===== src/rtl/vga_line_sched_pkg.sv =====
// Shared types and constants for the VGA line fetch scheduler.
// Holds the FSM encoding, line lengths and SDRAM bus widths.
package vga_line_sched_pkg;

    localparam int LINE_W_640  = 640;
    localparam int LINE_W_1024 = 1024;

    localparam int SD_ADDR_W  = 22;
    localparam int SD_DATA_W  = 16;
    localparam int SD_LEN_W   = 8;
    localparam int LINE_NUM_W = 12;
    localparam int WORD_W     = 10;
    // One bit wider than WORD_W so the 1024 terminal count fits.
    localparam int PTR_W      = 11;

    typedef enum logic [2:0] {
        S_IDLE,
        S_V_CMD,
        S_V_DATA,
        S_C_CMD,
        S_C_RD,
        S_C_DONE
    } state_t;

    function automatic logic [PTR_W-1:0] line_words(input logic mode_big);
        return mode_big ? PTR_W'(LINE_W_1024) : PTR_W'(LINE_W_640);
    endfunction

endpackage


===== src/rtl/vga_req_sync.sv =====
// Two-flop synchronizer for the VGA line request plus rising-edge detect.
// Ports: clk, rst (sync, active high), i_req (async level), o_rise (pulse).
module vga_req_sync (
    input  logic clk,
    input  logic rst,
    input  logic i_req,
    output logic o_rise
);

    // [0],[1] form the synchronizer; [2] is the history bit for the edge.
    logic [2:0] r_sync;

    always_ff @(posedge clk) begin
        if (rst) begin
            r_sync <= 3'b000;
        end else begin
            r_sync <= {r_sync[1:0], i_req};
        end
    end

    assign o_rise = r_sync[1] & ~r_sync[2];

endmodule


===== src/rtl/vga_line_sched.sv =====
// Sequences SDRAM burst reads of VGA display lines into line buffer A/B
// and interleaves single-word CPU accesses on the shared SDRAM port.
// Ports: sys_clk/sys_rst; VGA request (vga_mode, line_req, line_a_b,
// line_addr); line buffer write (lb_we_a/b, lb_waddr, lb_wdata);
// SDRAM command/data (mem_*); CPU access (cpu_*); status
// (fetch_busy, overrun).
module vga_line_sched
    import vga_line_sched_pkg::*;
#(
    parameter int BURST_LEN = 128,
    parameter int CPU_SLOTS = 1
) (
    input  logic                  sys_clk,
    input  logic                  sys_rst,
    input  logic [1:0]            vga_mode,
    input  logic                  line_req,
    input  logic                  line_a_b,
    input  logic [LINE_NUM_W-1:0] line_addr,
    output logic                  lb_we_a,
    output logic                  lb_we_b,
    output logic [WORD_W-1:0]     lb_waddr,
    output logic [SD_DATA_W-1:0]  lb_wdata,
    output logic                  mem_req,
    output logic                  mem_we,
    output logic [SD_ADDR_W-1:0]  mem_addr,
    output logic [SD_LEN_W-1:0]   mem_len,
    output logic [SD_DATA_W-1:0]  mem_wdata,
    input  logic                  mem_ack,
    input  logic                  mem_rvalid,
    input  logic [SD_DATA_W-1:0]  mem_rdata,
    input  logic                  cpu_req,
    input  logic                  cpu_we,
    input  logic [SD_ADDR_W-1:0]  cpu_addr,
    input  logic [SD_DATA_W-1:0]  cpu_wdata,
    output logic [SD_DATA_W-1:0]  cpu_rdata,
    output logic                  cpu_ack,
    output logic                  fetch_busy,
    output logic                  overrun
);

    localparam int BCNT_W = $clog2(BURST_LEN + 1);
    localparam int SLOT_W = (CPU_SLOTS < 1) ? 1 : $clog2(CPU_SLOTS + 1);

    localparam logic [BCNT_W-1:0]   BCNT_END = BCNT_W'(BURST_LEN);
    localparam logic [SLOT_W-1:0]   SLOT_MAX = SLOT_W'(CPU_SLOTS);
    localparam logic [SD_LEN_W-1:0] VLEN     = SD_LEN_W'(BURST_LEN - 1);

    state_t                  r_state;

    logic                    r_pend_v;
    logic                    r_pend_ab;
    logic [LINE_NUM_W-1:0]   r_pend_line;
    logic                    r_pend_big;

    logic                    r_ab;
    logic [LINE_NUM_W-1:0]   r_line;
    logic                    r_big;
    logic [PTR_W-1:0]        r_ptr;
    logic [BCNT_W-1:0]       r_bcnt;
    logic [SLOT_W-1:0]       r_slots;

    logic                    r_lb_we_a;
    logic                    r_lb_we_b;
    logic [WORD_W-1:0]       r_lb_waddr;
    logic [SD_DATA_W-1:0]    r_lb_wdata;
    logic                    r_mem_req;
    logic                    r_mem_we;
    logic [SD_ADDR_W-1:0]    r_mem_addr;
    logic [SD_LEN_W-1:0]     r_mem_len;
    logic [SD_DATA_W-1:0]    r_mem_wdata;
    logic [SD_DATA_W-1:0]    r_cpu_rdata;
    logic                    r_cpu_ack;
    logic                    r_busy;
    logic                    r_overrun;

    logic                    w_rise;
    logic                    w_take;
    logic [PTR_W-1:0]        w_count;
    logic [SD_ADDR_W-1:0]    w_vaddr;
    logic                    w_unused_mode;

    vga_req_sync u_sync (
        .clk    (sys_clk),
        .rst    (sys_rst),
        .i_req  (line_req),
        .o_rise (w_rise)
    );

    // Only the wide-line bit of the mode selects behaviour here.
    assign w_unused_mode = vga_mode[0];

    assign w_take  = (r_state == S_IDLE) && r_pend_v;
    assign w_count = line_words(r_big);
    assign w_vaddr = {r_line, r_ptr[WORD_W-1:0]};

    always_ff @(posedge sys_clk) begin
        if (sys_rst) begin
            r_state     <= S_IDLE;
            r_pend_v    <= 1'b0;
            r_pend_ab   <= 1'b0;
            r_pend_line <= '0;
            r_pend_big  <= 1'b0;
            r_ab        <= 1'b0;
            r_line      <= '0;
            r_big       <= 1'b0;
            r_ptr       <= '0;
            r_bcnt      <= '0;
            r_slots     <= '0;
            r_lb_we_a   <= 1'b0;
            r_lb_we_b   <= 1'b0;
            r_lb_waddr  <= '0;
            r_lb_wdata  <= '0;
            r_mem_req   <= 1'b0;
            r_mem_we    <= 1'b0;
            r_mem_addr  <= '0;
            r_mem_len   <= '0;
            r_mem_wdata <= '0;
            r_cpu_rdata <= '0;
            r_cpu_ack   <= 1'b0;
            r_busy      <= 1'b0;
            r_overrun   <= 1'b0;
        end else begin
            r_lb_we_a <= 1'b0;
            r_lb_we_b <= 1'b0;
            r_cpu_ack <= 1'b0;

            // A slot being drained this cycle can accept the new edge.
            if (w_rise) begin
                if (r_pend_v && !w_take) begin
                    r_overrun <= 1'b1;
                end else begin
                    r_pend_v    <= 1'b1;
                    r_pend_ab   <= line_a_b;
                    r_pend_line <= line_addr;
                    r_pend_big  <= vga_mode[1];
                end
            end else if (w_take) begin
                r_pend_v <= 1'b0;
            end

            unique case (r_state)
                S_IDLE: begin
                    if (r_pend_v) begin
                        r_ab       <= r_pend_ab;
                        r_line     <= r_pend_line;
                        r_big      <= r_pend_big;
                        r_ptr      <= '0;
                        r_slots    <= '0;
                        r_busy     <= 1'b1;
                        r_mem_req  <= 1'b1;
                        r_mem_we   <= 1'b0;
                        r_mem_addr <= {r_pend_line, WORD_W'(0)};
                        r_mem_len  <= VLEN;
                        r_state    <= S_V_CMD;
                    end else if (cpu_req) begin
                        r_mem_req   <= 1'b1;
                        r_mem_we    <= cpu_we;
                        r_mem_addr  <= cpu_addr;
                        r_mem_len   <= '0;
                        r_mem_wdata <= cpu_wdata;
                        r_state     <= S_C_CMD;
                    end
                end
                S_V_CMD: begin
                    if (mem_ack) begin
                        r_mem_req <= 1'b0;
                        r_bcnt    <= '0;
                        r_state   <= S_V_DATA;
                    end
                end
                S_V_DATA: begin
                    // Decide one cycle after the last word so the final
                    // buffer write is still covered by fetch_busy.
                    if (r_bcnt == BCNT_END) begin
                        if (r_ptr == w_count) begin
                            r_busy  <= 1'b0;
                            r_state <= S_IDLE;
                        end else if (cpu_req && (r_slots < SLOT_MAX)) begin
                            r_slots     <= r_slots + SLOT_W'(1);
                            r_mem_req   <= 1'b1;
                            r_mem_we    <= cpu_we;
                            r_mem_addr  <= cpu_addr;
                            r_mem_len   <= '0;
                            r_mem_wdata <= cpu_wdata;
                            r_state     <= S_C_CMD;
                        end else begin
                            r_slots    <= '0;
                            r_mem_req  <= 1'b1;
                            r_mem_we   <= 1'b0;
                            r_mem_addr <= w_vaddr;
                            r_mem_len  <= VLEN;
                            r_state    <= S_V_CMD;
                        end
                    end else if (mem_rvalid) begin
                        r_lb_we_a  <= ~r_ab;
                        r_lb_we_b  <= r_ab;
                        r_lb_waddr <= r_ptr[WORD_W-1:0];
                        r_lb_wdata <= mem_rdata;
                        r_ptr      <= r_ptr + PTR_W'(1);
                        r_bcnt     <= r_bcnt + BCNT_W'(1);
                    end
                end
                S_C_CMD: begin
                    if (mem_ack) begin
                        r_mem_req <= 1'b0;
                        if (r_mem_we) begin
                            r_cpu_ack <= 1'b1;
                            r_state   <= S_C_DONE;
                        end else begin
                            r_state <= S_C_RD;
                        end
                    end
                end
                S_C_RD: begin
                    if (mem_rvalid) begin
                        r_cpu_rdata <= mem_rdata;
                        r_cpu_ack   <= 1'b1;
                        r_state     <= S_C_DONE;
                    end
                end
                S_C_DONE: begin
                    if (r_busy) begin
                        r_mem_req  <= 1'b1;
                        r_mem_we   <= 1'b0;
                        r_mem_addr <= w_vaddr;
                        r_mem_len  <= VLEN;
                        r_state    <= S_V_CMD;
                    end else begin
                        r_state <= S_IDLE;
                    end
                end
                default: begin
                    r_state <= S_IDLE;
                end
            endcase
        end
    end

    assign lb_we_a    = r_lb_we_a;
    assign lb_we_b    = r_lb_we_b;
    assign lb_waddr   = r_lb_waddr;
    assign lb_wdata   = r_lb_wdata;
    assign mem_req    = r_mem_req;
    assign mem_we     = r_mem_we;
    assign mem_addr   = r_mem_addr;
    assign mem_len    = r_mem_len;
    assign mem_wdata  = r_mem_wdata;
    assign cpu_rdata  = r_cpu_rdata;
    assign cpu_ack    = r_cpu_ack;
    assign fetch_busy = r_busy;
    assign overrun    = r_overrun;

endmodule


===== config.mk =====
export PLATFORM = sky130hd
export DESIGN_NAME = vga_line_sched
export DESIGN_NICKNAME = d
export VERILOG_FILES = /design/src/rtl/vga_line_sched_pkg.sv /design/src/rtl/vga_req_sync.sv /design/src/rtl/vga_line_sched.sv
export SDC_FILE = /design/constraint.sdc
export NUM_CORES = 1
export LEC_CHECK = 0
export ABC_AREA = 1
export BUFFER_PORTS_ARGS = -buffer_cell sky130_fd_sc_hd__buf_2
export CAP_MARGIN = 40
export CELL_PAD_IN_SITES_DETAIL_PLACEMENT = 1
export CELL_PAD_IN_SITES_GLOBAL_PLACEMENT = 1
export CORE_UTILIZATION = 34
export CTS_BUF_LIST = sky130_fd_sc_hd__clkbuf_8
export CTS_CLUSTER_SIZE = 10
export DETAILED_ROUTE_END_ITERATION = 16
export GPL_TIMING_DRIVEN = 1
export PLACE_DENSITY_LB_ADDON = 0.3
export SYNTH_ARGS = -nofsm -noshare
export SYNTH_HDL_FRONTEND = slang
export SYNTH_SLANG_ARGS = --single-unit

===== constraint.sdc =====
create_clock -name sys_clk -period 1.6 [get_ports sys_clk]
set_input_delay 0.08 -clock sys_clk [delete_from_list [all_inputs] [get_ports sys_clk]]
set_output_delay 0.08 -clock sys_clk [all_outputs]
set_load 0.005 [all_outputs]

==> results.py, run 1 <==
metrics = {
    "timing": {
        "final_period_minus_worst_setup_slack_ns": 1.74,
        "post-route-worst-setup-slack_ns": -0.138,
        "finalCritPeriodShare_pct": 109,
        "relative_slew_slack_pct": 66.1,
        "worst_slew_pin_tran_ns": 0.508,
        "slew_violations": 0,
        "rsz0062_at_grt": "true",
        "finalSetupViolCount": 53,
        "final.setup_skew_ns": 0.0169,
        "achievable-frequency_mhz": 575,
        "setup-tns-final_ns": -2.56,
        "timing_hold_violations_final": 0,
    },
    "logic_synthesis": {
        "yosys_warnings": 0,
        "netlist_instances": 975,
        "synth-edff-count": 0,
        "yosysTopAreaCell": "dfxtp_1",
        "synth.yosys.seq_area_share_pct": 43.3,
        "synth_seq_cells": 143,
        "syn_avg_cell_area_um2": 6.78,
        "netlist_top_cells_count": "nand2_1 (223), nor2_1 (209), dfxtp_1 (143)",
        "synthTopCellsByArea": "dfxtp_1 (43%), nand2_1 (13%), nor2_1 (12%)",
        "async_set_reset_flop_share_out_of_synthesis_pct": 0,
        "synthFlopType": "dfxtp_1",
        "yosysMostFrequentCell": "nand2_1",
        "netlist.area_leader.share_pct": 43.3,
        "post_synth_num_cell_types": 34,
        "synth_nets": 1055,
        "mapped_cell_area_mm2": 0.00661,
    },
    "floorplanning": {
        "core.rowCount": 50,
        "floorplan.die_area_mm2": 0.0200,
        "core_mm2": 0.0189,
        "io_pins": 171,
        "die_w_um": 141,
        "fp.dieH_um": 141,
        "initial_core_utilization_pct": 35.0,
    },
    "final_layout": {
        "areaGrowthSynthToFinish_pct": 51.1,
        "design_area_mm2": 0.00998,
        "nNetsFinal": 1345,
        "n_fill_cell": 2421,
        "layout.cells.non_filler": 1539,
        "drive_above_1_share_pct": 33.1,
        "final_core_utilization_pct": 52.8,
    },
    "run_status": {
        "outcome": "finished with violations",
        "failed_checks": "negative setup slack",
    },
    "power": {
        "seq_power_share_pct": 31.4,
        "power.combinational.fraction_pct": 48.4,
        "internal-power_uw": 9190,
        "clock_power_share_pct": 20.2,
        "cellLeakagePower_uw": 0.00475,
        "worst_ir_drop_vdd_mv": 0.674,
        "p_total_uw": 15500,
        "power.density_cell_area_mw_per_mm2": 1550,
        "p_switching_uw": 6290,
        "p_sw_share_pct": 40.6,
    },
    "route": {
        "number_of_remaining_drc_errors": 0,
        "routed_wl_um": 26300,
        "routed_wire_length_per_instance_um": 17.1,
        "vias": 7533,
        "dr.first_iter.drc_count": 326,
        "detail_route.vias_per_cell": 4.89,
        "drtAntennaViolNets": 0,
        "firstDrtPassIters": 4,
    },
    "clock_network": {
        "path_clk_slew_ns": 0.09,
        "cts.root.buffer_cell": "clkbuf_8",
        "clock_sinks": 143,
        "cts_made_buffers": 17,
        "clock_insertion_delay_worst_skew_ns": 0.46,
        "cts_tree": "built",
        "cts-htree-levels": 4,
        "clk_path_buf_depth": 2,
    },
    "placed_design": {
        "detailed_place.area_mm2": 0.00813,
        "port_buffers": 168,
        "gp_congestion": 0.817,
        "placed_cells": 1419,
        "half_perimeter_wire_length_after_placement_um": 15200,
    },
    "worst_setup_path": {
        "critPathArrivalTime_ns": 2.12,
        "element_type_at_the_critical_path_end": "register",
        "timing.setup.critical_path_class": "register to register",
        "worst-endpoint-required_ns": 1.98,
        "worstPathMaxFanout": 8,
        "timing.critical_path.from_type": "register",
    },
    "global_route": {
        "grt_max_degree": 63,
        "gr-total-overflow": 0,
        "grt_pass1_wl_um": 36500,
        "grt.total_usage_pct": 23.1,
        "antenna_found_initial": 1,
        "grt_pass1_vias": 7383,
    },
    "hold_path": {
        "hold_path.class": "input pin to register",
    },
    "run": {
        "drv.max_cap_violation_count": 0,
    },
}
state kept, by name, indices dropped and copies added, names as in the netlist, 3 cells and up:
| name | count |
|---|---|
| u_sync.r_sync | 3 |
| lb_waddr | 10 |
| r_state | 3 |
| r_bcnt | 8 |
| cpu_rdata | 16 |
| lb_wdata | 16 |
| r_ptr | 11 |
| mem_wdata | 16 |
| mem_addr | 22 |
| r_pend_line | 12 |
| r_line | 12 |
routing by layer:
layer	part of all wire [%]	GRT usage, %	vias up	wire [um]
li1	-	-	3637	-
met2	50	41.6	222	13200
met3	5.1	5.37	83	1350
met1	41	26.7	3591	10700
met5	0	0	-	0
met4	3.7	7.98	0	971
power groups by stage:
stage	clock [uW]	combinational, uW	sequential (uW)
2_1_floorplan	0	3130	4880
3_3_place_gp	0	5210	4840
6_report	3130	7490	4860
5_1_grt	3330	8120	4960
4_1_cts	3190	5580	4790
3_5_place_dp	0	5330	4860
final timing paths:
path	slack, ns	from	endpoint	cells past startpoint
setup / recovery	-0.14	r_ptr[0]	mem_wdata[9]	10
hold / removal	0.06	cpu_addr[14]	mem_addr[14]	5
setup reg to reg	-0.14	r_ptr[0]	mem_wdata[9]	10
hold reg to reg	0.42	u_sync.r_sync[0]	u_sync.r_sync[1]	2
cells in the final DEF (no fill, tap or decap), drive strengths merged, types with 4 or more instances in the layout:
cell type,count
nor2,217
xor2,4
nand4,19
o21ai,78
buf,259
nand2,232
dfxtp,143
dlygate4sd3,58
ha,4
clkinvlp,5
nand3,46
inv,103
a21oi,50
clkbuf,23
o211ai,12
nor3,8
clkinv,7
cells by family after synthesis:
group	synth area share (%)
compound gates	11.7
flops	43.3
xor+xnor	0.662
other cells	0.0567
simple gates	33.0
fa+ha+maj	0.757
buf+inv	10.5
critical path, stage by stage, from the launching register on:
cell and delay, ns:
dfxtp_2 0.34, inv_2 0.08, ha_4 0.14, nand3_4 0.09
nor2_4 0.15, nand4_4 0.14, buf_6 0.18, buf_12 0.14
nand4_1 0.12, nand2_1 0.10, nor2_1 0.17
per-stage QoR:
stage	setup slack [ns]	hold slack, ns
floorplan	0.0194	0.187
global placement	-0.0717	0.289
detailed placement	-0.103	0.300
CTS	-0.0390	0.0274
global route	-0.239	0.0702
finish	-0.138	0.0571
cell type report:
cell class	instances	area (um^2)	share of cell area [%]
clock inverters	15	184	1.84
repair buffers	323	2460	24.6
well taps	260	325	3.26
clock buffers	17	234	2.34
flip-flops and latches	143	2870	28.8
repair inverters	2	18.8	0.188
diodes	1	2.50	0.0251
multi-input cells	677	3480	34.9
inverters	101	408	4.09
repair_timing:
item                                   4_1_cts  5_1_grt
buffers inserted                             0       17
cloned                                       0       12
endpoints found under the hold margin       77        0
resized for setup                           20      149
hold buffers                                58        0
setup endpoints to repair                   72       99
pin swaps                                    1       38
No activity file was read; power rests on OpenSTA's default activity.
==> inputs of run 2 (changes only) <==
--- a/config.mk
+++ b/config.mk
@@ -7,15 +7,16 @@
 export LEC_CHECK = 0
 export ABC_AREA = 1
 export BUFFER_PORTS_ARGS = -buffer_cell sky130_fd_sc_hd__buf_2
-export CAP_MARGIN = 40
 export CELL_PAD_IN_SITES_DETAIL_PLACEMENT = 1
 export CELL_PAD_IN_SITES_GLOBAL_PLACEMENT = 1
+export CORE_MARGIN = 4
 export CORE_UTILIZATION = 34
 export CTS_BUF_LIST = sky130_fd_sc_hd__clkbuf_8
 export CTS_CLUSTER_SIZE = 10
 export DETAILED_ROUTE_END_ITERATION = 16
 export GPL_TIMING_DRIVEN = 1
 export PLACE_DENSITY_LB_ADDON = 0.3
+export SETUP_SLACK_MARGIN = 0.15
 export SYNTH_ARGS = -nofsm -noshare
 export SYNTH_HDL_FRONTEND = slang
 export SYNTH_SLANG_ARGS = --single-unit
==> run 2 against run 1 <==
Net effect:
- critical endpoint is now mem_addr[7]
- non-clock buffer count increased by 11
- the run still ends with negative setup slack left
- sequential share of layout area is 1.0 points lower
- largest cell class unchanged
- highest routed layer unchanged
- sequential cell count is the same
- worst hold slack better by 0.011 ns
- total power decreased by 0.46%
==> results.py, run 2 (same netlist as run 1, synthesis figures left out) <==
metrics = {
    "final_layout": {
        "n_fill_cell": 2381,
        "design_area_mm2": 0.0104,
        "layout_commonest_cell": "nand2_1",
        "mostFrequentLayoutCells": "nand2_1 (186), buf_2 (168), nor2_1 (161)",
        "areaGrowthSynthToFinish_pct": 56.7,
        "largest_register_ff_count": 22,
        "drive_above_1_share_pct": 36.6,
        "nNetsFinal": 1353,
    },
    "floorplanning": {
        "die_w_um": 147,
        "floorplan.die_area_mm2": 0.0217,
        "core.rowCount": 50,
        "fp.dieH_um": 147,
        "io_pins": 171,
        "initial_core_utilization_pct": 35.0,
        "core_mm2": 0.0189,
    },
    "worst_setup_path": {
        "crit_path_frequent_cell": "nor2_1",
        "timing.critical_path.from_type": "register",
        "crit-reg2reg-capture": "mem_addr[7]",
        "cells_along_the_critical_path": "inv_2 -> ha_4 -> nand3_4 -> o21ai_4 -> nand2_4 -> nor2_4 -> nand2_8 -> buf_12 -> nor2_1 -> nor2_1",
        "timing.critical_path.depth": 10,
        "worst-endpoint-required_ns": 1.95,
        "cp_num_buf_inv": 2,
        "critPathArrivalTime_ns": 2.03,
        "cpPeakStageDelay_ns": 0.33,
        "worst_r2r_path_depth": 10,
        "worst_r2r_startpoint": "r_bcnt[1]",
        "worst_setup_path_startpoint": "r_bcnt[1]",
        "element_type_at_the_critical_path_end": "register",
        "timing.setup.critical_path_class": "register to register",
        "critical-path-slowest-cell": "dfxtp_2",
        "critical-path-top-delay-family": "simple AND/OR/NAND/NOR gates",
        "worstPathMaxFanout": 16,
        "r2r_setup_slack_ns": -0.08,
    },
    "clock_network": {
        "cts_made_buffers": 17,
        "clock_insertion_delay_worst_skew_ns": 0.46,
        "cts.root.buffer_cell": "clkbuf_8",
        "clk_path_buf_depth": 2,
        "cts_tree": "built",
        "cts-htree-levels": 4,
        "clock_sinks": 143,
        "path_clk_slew_ns": 0.09,
    },
    "power": {
        "worst_ir_drop_vdd_mv": 0.617,
        "power.density_cell_area_mw_per_mm2": 1490,
        "cellLeakagePower_uw": 0.00487,
    },
    "route": {
        "detail_route.vias_per_cell": 4.91,
        "routed_wire_length_per_instance_um": 17.5,
        "vias": 7606,
        "drtAntennaViolNets": 0,
        "firstDrtPassIters": 4,
        "dr.first_iter.drc_count": 375,
        "routed_wl_um": 27200,
        "number_of_remaining_drc_errors": 0,
    },
    "global_route": {
        "grt_pass1_wl_um": 38300,
        "gr-total-overflow": 0,
        "grt.total_usage_pct": 21.7,
        "grt_pass1_vias": 7775,
        "grt_max_degree": 56,
        "antenna_found_initial": 2,
    },
    "timing": {
        "finalCritPeriodShare_pct": 105,
        "post-route-worst-setup-slack_ns": -0.0792,
        "final_period_minus_worst_setup_slack_ns": 1.68,
        "final.setup_skew_ns": 0.0171,
        "rsz0062_at_grt": "true",
        "achievable-frequency_mhz": 596,
        "fin_hold_ws_ns": 0.0682,
        "timing_hold_violations_final": 0,
        "slew_violations": 0,
        "finalSetupViolCount": 54,
        "setup-tns-final_ns": -1.49,
    },
    "run": {
        "drv.max_cap_violation_count": 0,
    },
    "placed_design": {
        "gp_congestion": 0.813,
        "port_buffers": 168,
        "half_perimeter_wire_length_after_placement_um": 15600,
        "detailed_place.area_mm2": 0.00818,
    },
    "run_status": {
        "failed_checks": "negative setup slack",
        "outcome": "finished with violations",
    },
    "hold_path": {
        "hold-path-endpoint": "mem_addr[15]",
        "hold_path.startpoint": "cpu_addr[15]",
        "number_of_stages_on_the_worst_hold_path": 5,
        "hold_path.class": "input pin to register",
    },
}
## run 2: layout make-up
class | instances | area [um^2] | share of cell area, %
Tap cell | 260 | 325 | 3.14
Inverter | 101 | 427 | 4.12
Timing Repair inverter | 1 | 8.76 | 0.0846
Clock inverter | 12 | 109 | 1.05
Antenna cell | 3 | 7.51 | 0.0725
Sequential cell | 143 | 2870 | 27.7
Clock buffer | 20 | 275 | 2.66
Multi-Input combinational cell | 675 | 3690 | 35.6
Timing Repair Buffer | 334 | 2640 | 25.5
## run 2: repair_timing
item	4_1_cts	5_1_grt
hold buffers	59	0
resized for setup	116	134
setup endpoints to repair	105	117
endpoints found under the hold margin	74	0
pin swaps	28	25
cloned	3	7
buffers inserted	11	11
## run 2: how the worst max path moves through the flow
stage / endpoint / slack, ns
6_report: mem_addr[7] / -0.08
5_1_grt: mem_addr[7] / -0.15
4_1_cts: mem_addr[1] / -0.004
3_5_place_dp: mem_wdata[10] / -0.1
3_3_place_gp: mem_addr[16] / -0.07
2_1_floorplan: mem_addr[10] / 0.08
## run 2: where the power goes
| group | internal, uW | leakage, uW | switching [uW] |
|---|---|---|---|
| Combinational | 3430 | 0.00351 | 4290 |
| Sequential | 4350 | 0.00117 | 488 |
| Clock | 1350 | 0.000184 | 1500 |
| Total | 9130 | 0.00487 | 6280 |
## run 2: worst reg2reg max path: stages (launching register included)
cell     delay [ns]
dfxtp_2        0.33
inv_2          0.06
ha_4           0.14
nand3_4        0.07
o21ai_4        0.20
nand2_4        0.09
nor2_4         0.19
nand2_8        0.11
buf_12         0.17
nor2_1         0.14
nor2_1         0.07
## run 2: metrics by stage
step	setup WS [ns]	cells	power, uW	util [%]
after floorplan	0.0841	975	8070	-
after detailed placement	-0.0971	1423	10200	43.3
after CTS	-0.00379	1528	14300	51.2
after global placement	-0.0743	1423	10100	43.3
after global routing	-0.148	1549	16500	54.8
final	-0.0792	1549	15400	54.8
## run 2: metal layers
metal	vias up	wire (um)	global-route usage, %
met5	-	0	0
met4	0	716	7.88
met3	53	1250	4.78
met2	194	14300	40.3
met1	3695	10900	24.4
li1	3664	-	-
==> inputs of run 3 (changes only) <==
--- a/config.mk
+++ b/config.mk
@@ -15,7 +15,7 @@
 export CTS_CLUSTER_SIZE = 10
 export DETAILED_ROUTE_END_ITERATION = 16
 export GPL_TIMING_DRIVEN = 1
-export PLACE_DENSITY_LB_ADDON = 0.3
+export PLACE_DENSITY = 0.87
 export SETUP_SLACK_MARGIN = 0.15
 export SYNTH_ARGS = -nofsm -noshare
 export SYNTH_HDL_FRONTEND = slang
==> run 3 against run 2 <==
Net effect:
- the flow still finishes with violations (negative setup slack)
- critical path depth shrank 1
- fmax shrank 7.4%
- utilization grew 1.3 points
- via count grew 4.9%
- final cell count shrank 0.97%
- wire length grew 20%
- largest cell class unchanged
==> results.py, run 3 (same netlist as run 1, synthesis figures left out) <==
metrics = {
    "worst_setup_path": {
        "critical-path-slowest-cell": "dfxtp_1",
        "timing.critical_path.from_type": "register",
        "worst_r2r_startpoint": "r_ptr[2]",
        "cpPeakStageDelay_ns": 0.42,
        "crit-reg2reg-capture": "r_ptr[8]",
        "timing.setup.critical_path_class": "register to register",
        "worst-endpoint-required_ns": 1.99,
        "worst_r2r_path_depth": 9,
        "r2r_setup_slack_ns": -0.21,
        "element_type_at_the_critical_path_end": "register",
        "critPathArrivalTime_ns": 2.21,
        "critical-path-top-delay-family": "simple AND/OR/NAND/NOR gates",
        "cp_num_buf_inv": 1,
        "crit_path_frequent_cell": "nand2_1",
        "cells_along_the_critical_path": "buf_12 -> nand2_1 -> nor2_4 -> nand2_1 -> o21ai_1 -> nand2_1 -> nor2_1 -> nand2_2 -> a21oi_2",
        "worstPathMaxFanout": 7,
    },
    "floorplanning": {
        "floorplan.die_area_mm2": 0.0217,
        "fp.dieH_um": 147,
        "core.rowCount": 50,
        "die_w_um": 147,
        "initial_core_utilization_pct": 35.0,
        "io_pins": 171,
        "core_mm2": 0.0189,
    },
    "timing": {
        "final_period_minus_worst_setup_slack_ns": 1.81,
        "achievable-frequency_mhz": 551,
        "slew_violations": 0,
        "relative_slew_slack_pct": 63.3,
        "finalCritPeriodShare_pct": 113,
        "finalSetupViolCount": 85,
        "timing_hold_violations_final": 0,
        "rsz0062_at_grt": "true",
        "post-route-worst-setup-slack_ns": -0.213,
        "final.setup_skew_ns": 0.0198,
        "worst_slew_pin_tran_ns": 0.550,
    },
    "final_layout": {
        "mostFrequentLayoutCells": "nand2_1 (170), buf_2 (168), nor2_1 (152)",
        "layout.cells.non_filler": 1534,
        "areaGrowthSynthToFinish_pct": 60.4,
        "layout_commonest_cell": "nand2_1",
        "nNetsFinal": 1340,
        "drive_above_1_share_pct": 38.3,
        "largest_register_ff_count": 22,
    },
    "global_route": {
        "antenna_found_initial": 2,
        "gr-total-overflow": 0,
        "grt_max_degree": 81,
        "grt.total_usage_pct": 25.6,
        "grt_pass1_vias": 8407,
        "grt_pass1_wl_um": 44600,
    },
    "clock_network": {
        "clock_insertion_delay_worst_skew_ns": 0.48,
        "cts_tree": "built",
        "cts_made_buffers": 17,
        "clk_path_buf_depth": 2,
        "clock_sinks": 143,
        "cts-htree-levels": 4,
        "path_clk_slew_ns": 0.10,
        "cts.root.buffer_cell": "clkbuf_8",
    },
    "route": {
        "firstDrtPassIters": 5,
        "routed_wire_length_per_instance_um": 21.2,
        "vias": 7979,
        "number_of_remaining_drc_errors": 0,
        "dr.first_iter.drc_count": 482,
        "drtAntennaViolNets": 0,
        "detail_route.vias_per_cell": 5.20,
        "routed_wl_um": 32500,
    },
    "power": {
        "cellLeakagePower_uw": 0.00495,
        "p_total_uw": 17400,
        "power.density_cell_area_mw_per_mm2": 1640,
        "worst_ir_drop_vdd_mv": 0.731,
    },
    "hold_path": {
        "hold_path.class": "input pin to register",
        "hold_path.startpoint": "cpu_addr[13]",
        "hold-path-endpoint": "mem_addr[13]",
        "number_of_stages_on_the_worst_hold_path": 5,
    },
    "run": {
        "drv.max_cap_violation_count": 0,
    },
    "placed_design": {
        "placed_cells": 1406,
        "gp_congestion": 0.810,
        "half_perimeter_wire_length_after_placement_um": 15500,
        "port_buffers": 168,
    },
    "run_status": {
        "outcome": "finished with violations",
        "failed_checks": "negative setup slack",
    },
}
==> run 3: cell types whose count changed in the layout (fill, tap and decap cells not counted), sizes merged <==
cell	delta
clkinv	-3
buf	-15
bufinv	+5
clkinvlp	-2
diode	-2
inv	+2
==> run 3: what timing repair did <==
action,4_1_cts,5_1_grt
hold buffers,59,0
hold endpoints to repair,76,0
pin swaps,40,42
gates cloned,9,7
gates resized for setup,142,134
setup buffers,16,4
setup endpoints to repair,109,120
==> run 3: final cells by class <==
class,count,area (um^2)
clock buffer,19,262
inverter,101,415
tap,260,325
clock inverter,13,233
timing repair buffer,320,2610
sequential,143,2880
fill,2327,8290
timing repair inverter,2,18.8
antenna,1,2.50
multi-input combinational,675,3860
==> run 3: power breakdown <==
group          switching (uW)  internal [uW]  total [uW]
Clock                    1570           2110        3680
Combinational            5040           3790        8830
Sequential                557           4350        4910
==> run 3: stage by stage <==
stage | util [%] | TNS (ns) | hold WS [ns] | area, um^2 | worst slack, ns
floorplan | - | 0 | 0.187 | 6660 | 0.0841
global placement | 42.9 | -0.476 | 0.295 | 8110 | -0.0342
detailed placement | 42.9 | -1.79 | 0.313 | 8110 | -0.0817
CTS | 52.6 | -0.00918 | 0.0274 | 9930 | -0.00393
global route | 56.1 | -13.37 | 0.0746 | 10600 | -0.259
finish | 56.1 | -6.40 | 0.0672 | 10600 | -0.213
==> run 3: worst max-delay path by stage <==
stage / startpoint / end / slack [ns] / depth (start not counted)
after floorplan: r_bcnt[1] / mem_addr[10] / 0.08 / 10
after global placement: r_ptr[0] / mem_wdata[13] / -0.03 / 10
after detailed placement: r_ptr[1] / mem_wdata[11] / -0.08 / 10
after CTS: r_state[0] / r_ptr[5] / -0.004 / 11
after global routing: r_bcnt[2] / mem_addr[0] / -0.26 / 10
final: r_ptr[2] / r_ptr[8] / -0.21 / 9
==> run 3: worst min-delay path, cell delays in order <==
cell	delay (ns)
buf_2	0.10
inv_1	0.06
o211ai_1	0.10
nor2_1	0.11
nor2_1	0.04
==> run 3: metal layers <==
metal | share of wire (%) | global-route usage, % | wire, um
met4 | 4.6 | 10.5 | 1490
met1 | 38 | 28.7 | 12400
met2 | 52 | 46.2 | 16900
met3 | 5.2 | 6.44 | 1690
met5 | 0.025 | 0 | 8
